$ cat src/rtl/breakout_ctrl.sv
// Breakout game sequencer: game-mode FSM, per-frame paddle movement,
// lives/level bookkeeping and ball-launch pulses. All outputs registered.
module breakout_ctrl #(
    parameter int SCREEN_W   = 640,
    parameter int PADDLE_W   = 80,
    parameter int STEP       = 4,
    parameter int LIVES_INIT = 3
) (
    input  logic       clk,
    input  logic       rst,
    input  logic       frame_tick,
    input  logic       move_left,
    input  logic       move_right,
    input  logic       other_out,
    input  logic [3:0] level,
    input  logic       ball_lost,
    input  logic       bricks_cleared,
    output logic [9:0] paddle_x,
    output logic [1:0] game_state,
    output logic [1:0] lives,
    output logic [3:0] cur_level,
    output logic [2:0] ball_speed,
    output logic       ball_launch
);

    typedef enum logic [1:0] {
        ST_IDLE  = 2'b00,
        ST_PLAY  = 2'b01,
        ST_PAUSE = 2'b10,
        ST_OVER  = 2'b11
    } state_t;

    localparam logic [9:0]  CENTER = 10'((SCREEN_W - PADDLE_W) / 2);
    localparam logic [9:0]  XMAX   = 10'(SCREEN_W - PADDLE_W);
    localparam logic [10:0] XMAX11 = 11'(SCREEN_W - PADDLE_W);
    localparam logic [9:0]  STEP10 = 10'(STEP);
    localparam logic [10:0] STEP11 = 11'(STEP);
    localparam logic [1:0]  LIVES0 = 2'(LIVES_INIT);

    state_t     state_q, state_d;
    logic [9:0] paddle_q, paddle_d;
    logic [1:0] lives_q, lives_d;
    logic [3:0] level_q, level_d;
    logic [2:0] speed_q, speed_d;
    logic       launch_q, launch_d;
    logic       key_q;
    logic       start_evt;
    logic [10:0] x_ext;

    // key_q resets high so a key held through reset is not seen as a press
    assign start_evt = other_out & ~key_q;
    assign x_ext     = {1'b0, paddle_q};

    always_ff @(posedge clk) begin
        if (rst) begin
            state_q  <= ST_IDLE;
            paddle_q <= CENTER;
            lives_q  <= LIVES0;
            level_q  <= 4'd1;
            speed_q  <= 3'd1;
            launch_q <= 1'b0;
            key_q    <= 1'b1;
        end else begin
            state_q  <= state_d;
            paddle_q <= paddle_d;
            lives_q  <= lives_d;
            level_q  <= level_d;
            speed_q  <= speed_d;
            launch_q <= launch_d;
            key_q    <= other_out;
        end
    end

    always_comb begin
        state_d = state_q;
        case (state_q)
            ST_IDLE:  if (start_evt) state_d = ST_PLAY;
            ST_PLAY: begin
                if (ball_lost) begin
                    if (lives_q == 2'd1) state_d = ST_OVER;
                end else if (!bricks_cleared && start_evt) begin
                    state_d = ST_PAUSE;
                end
            end
            ST_PAUSE: if (start_evt) state_d = ST_PLAY;
            ST_OVER:  if (start_evt) state_d = ST_IDLE;
            default:  state_d = ST_IDLE;
        endcase
    end

    always_comb begin
        paddle_d = paddle_q;
        lives_d  = lives_q;
        level_d  = level_q;
        launch_d = 1'b0;
        case (state_q)
            ST_IDLE: begin
                paddle_d = CENTER;
                lives_d  = LIVES0;
                if (start_evt) begin
                    level_d  = (level == 4'd0) ? 4'd1 : level;
                    launch_d = 1'b1;
                end
            end
            ST_PLAY: begin
                // Priority: ball_lost > bricks_cleared > start_evt > paddle move
                if (ball_lost) begin
                    lives_d = lives_q - 2'd1;
                    if (lives_q != 2'd1) begin
                        paddle_d = CENTER;
                        launch_d = 1'b1;
                    end
                end else if (bricks_cleared) begin
                    level_d  = (level_q == 4'd15) ? 4'd15 : level_q + 4'd1;
                    paddle_d = CENTER;
                    launch_d = 1'b1;
                end else if (!start_evt && frame_tick) begin
                    if (move_left && !move_right) begin
                        paddle_d = (x_ext < STEP11) ? 10'd0 : paddle_q - STEP10;
                    end else if (move_right && !move_left) begin
                        paddle_d = (x_ext + STEP11 > XMAX11) ? XMAX : paddle_q + STEP10;
                    end
                end
            end
            ST_OVER: begin
                // Leaving OVER restores the idle display values immediately
                if (start_evt) begin
                    paddle_d = CENTER;
                    lives_d  = LIVES0;
                end
            end
            default: ;
        endcase
        speed_d = (level_d > 4'd7) ? 3'd7 : level_d[2:0];
    end

    assign paddle_x    = paddle_q;
    assign game_state  = state_q;
    assign lives       = lives_q;
    assign cur_level   = level_q;
    assign ball_speed  = speed_q;
    assign ball_launch = launch_q;

endmodule

$ cat config.mk
export PLATFORM = sky130hd
export DESIGN_NAME = breakout_ctrl
export DESIGN_NICKNAME = d
export VERILOG_FILES = /design/src/rtl/breakout_ctrl.sv
export SDC_FILE = /design/constraint.sdc
export NUM_CORES = 1
export LEC_CHECK = 0
export ABC_AREA = 1
export BUFFER_PORTS_ARGS = -buffer_cell sky130_fd_sc_hd__buf_2
export CAP_MARGIN = 20
export CORE_AREA = 2 2 63 80
export DETAILED_ROUTE_END_ITERATION = 8
export DIE_AREA = 0 0 65 82
export MAX_ROUTING_LAYER = met4
export SETUP_SLACK_MARGIN = 0.4
export SLEW_MARGIN = 40
export SYNTH_ARGS = -nofsm -noshare
export SYNTH_HDL_FRONTEND = slang
export SYNTH_SLANG_ARGS = --single-unit
$ cat constraint.sdc
create_clock -name clk -period 2.2 [get_ports clk]
set_input_delay 0.22 -clock clk [delete_from_list [all_inputs] [get_ports clk]]
set_output_delay 0.22 -clock clk [all_outputs]
set_load 0.1 [all_outputs]
==> results.tsv <==
metric	value	unit
status	complete, no violations	
Commonest cells post-synth	nand2_1 (58), inv_1 (26), dfxtp_1 (21), nand3_1 (20), nor2_1 (19)	
flop2flop setup slack	550	ps
Crit Path Max Fanout	6	
post-layout util	41.03	%
Synth cell types	34	
first-pass GRT wire length	6.617	mm
Routed met3 length	166	um
# clock sinks	21	
post-DP HPWL	3.136	mm
Clock Pin Slew Worst Setup and Hold Paths	70	ps
RR Endpoint	paddle_x[7]	
max cap viols	0	
core area	0.004589	mm2
crit path cell chain	inv_2, ha_1, nand2_1, nand2_2, nand3b_4, nor2_4, nand2_1, nor2_1, nand2_1, a21oi_2	
fin crit share	74.92	%
number of buffers created by CTS	3	
Slew Limit Fails	0	
met1 wire length	1.742	mm
total iterations of the first detailed-routing run	4	
GPL Wtd Cong	0.9926	
Initial Util	34.11	%
Row Count	28	
via count	1655	
Pwr Total	2.055	mW
P_leak	0.9396	nW
Antenna Nets Post-Route	0	
DIE AREA	0.005330	mm2
CP max-delay cell	dfxtp_4	
die width	65	um
pwr dens	1091	mW/mm2
initial antenna violation count	0	
placed insts	325	
Post-Route WL	3.906	mm
post-synthesis sequential area ratio	26.86	%
Worst R2R Start	game_state[0]	
synthesis-to-layout area growth	20.30	%
Seq cells post-synth	21	
crit path kind	flip-flop to flip-flop	
clk_lat worst skew	250	ps
Vias/cell	4.970	
Worst setup SP type	flip-flop	
FFs w/ async S/R, synth	0	%
Final Setup Violations	0	
share of post-route cells with drive strength above 1	30.40	%
count leader, synth	nand2_1	
Place WS	375.4	ps
vias in the first global route	1501	
crit path DAT	1840	ps
largest net degree at the start of global routing	12	
Yosys warnings	0	
DRC viols	0	
worst vdd ir	828.6	uV
multiplexer share of the synthesized area	0	%
RSZ-0062 raised after global routing	false	
hold path depth	2	
CTS tree	built	
top post-synthesis cells by area	dfxtp_1 (27%), nand2_1 (14%), ha_1 (7.2%)	
DR WL met2	1.932	mm
cell count after synthesis	240	
post-layout worst setup margin	551.8	ps
Setup Skew	2.197	ps
Mapped Area	0.001565	mm2
antenna cells	0	
post-synthesis simple-gate area fraction	34.77	%
multi-input combinational cell area	988.4	um2
CP endpoint kind	flip-flop	
achievable clock frequency	606.7	MHz
DIE HEIGHT	82	um
TNS Setup	0	ps
overflow left after global routing	0	
Synth top area share	26.86	%
initial drt markers	65	
H-tree depth	1	
Fill cells	503	
IO Port Bufs	31	
Root Buffer	clkbuf_8	
Compound-Gate Fraction of Synth Area	17.35	%
Post-Synth Adder-Cell Area	7.194	%
Sequential Area	454.2	um2
Avg Inst Size Synth	6.522	um2
most frequent CP cell	nand2_1	
Worst EP required	2390	ps
Tmin final	1648	ps
io pins	34	
GRT Total Usage	16.19	%
final hold vios	0	
Synth Flop Type	dfxtp_1	
Hold Startpoint	other_out	
worst reg2reg path depth	10	
Synth Area in XOR/XNOR	2.238	%
largest family of logic cells by synthesized area	simple AND/OR/NAND/NOR gates	
Nets	295	
highest routed layer	met4	
drt wl/cell	11.73	um
clock tree buffer depth	2	
WHS Endpoint	key_q	
CP max stage delay	380	ps
hold bufs inserted after CTS	0	
final non-filler cell total	333	
Post-synth EDFFs	0	
Synth area leader	dfxtp_1	
Hold WC Path Type	input pin to flip-flop	
## layout make-up
cell class	instances	area share [%]
Clock buffer	4	2.392
Inverter	36	7.176
Multi-Input combinational cell	177	52.49
Sequential cell	21	24.12
Tap cell	60	3.987
Timing Repair Buffer	35	9.834
## cell families (layout without fill, tap and decap cells)
kind of cell	count (synthesis)	in the layout
other	1	2
buffers and inverters	43	75
AND/OR/NAND/NOR	118	118
AO/OA/AOI/OAI	44	44
flip-flops	21	21
adder cells (fa/ha/maj)	9	9
XOR/XNOR	4	4
## placed cells by master, fill, tap and decap left out, types with 3 or more instances in the layout
cell	n
nand2_1	58
dfxtp_2	9
inv_1	24
clkbuf_8	3
a21oi_2	3
buf_2	31
o311ai_0	3
nand3_1	20
ha_1	8
xor2_1	4
dfxtp_4	6
nand2_2	6
a21oi_1	13
nor2_1	19
buf_4	4
inv_2	12
dfxtp_1	6
nand4_1	6
nor2_4	3
o21ai_0	13
## worst max path at each step
stage                       start           to  slack (ps)  cells after the start
global route        game_state[0]  paddle_x[7]         400                     10
CTS                 game_state[1]  paddle_x[7]         450                     11
floorplan           game_state[1]  paddle_x[7]         430                     11
detailed placement  game_state[1]  paddle_x[7]         380                     10
global placement    game_state[1]  paddle_x[7]         340                     10
finish              game_state[0]  paddle_x[7]         550                     10
## flip-flops by register name, indices dropped and copies added (netlist names)
register	flops
ball_launch	1
ball_speed	3
cur_level	4
game_state	2
key_q	1
lives	2
paddle_x	8
## repair_timing
item | CTS | global route
pin swaps | 0 | 3
setup endpoints to repair | 1 | 5
gates resized for setup | 2 | 2
setup buffers | 0 | 4
## per-stage QoR
step	instance area (um2)	hold WS (ps)
finish	1883	193.4
global route	1883	202.8
CTS	1853	189.8
detailed placement	1793	461.7
global placement	1793	458.3
floorplan	1605	326.6
## where the power goes
part	switching (mW)	leakage [nW]	total (mW)	internal [mW]
Combinational	0.952	0.741	1.26	0.310
Clock	0.120	0.0228	0.249	0.129
Sequential	0.0729	0.176	0.544	0.471
## critical path, delay by kind of cell, from the launching register on
family,cells,cell delay [ps]
adder cells (fa/ha/maj),1,280
flip-flops,1,380
AO/OA/AOI/OAI,1,110
buffers and inverters,1,50
AND/OR/NAND/NOR,7,770
## layer usage
metal	up-vias	global-route usage [%]
li1	853	-
met1	745	18.37
met2	49	29.38
met3	8	1.781
met4	0	5.745
met5	-	-
Note: power is estimated with default switching activity, not from simulation.
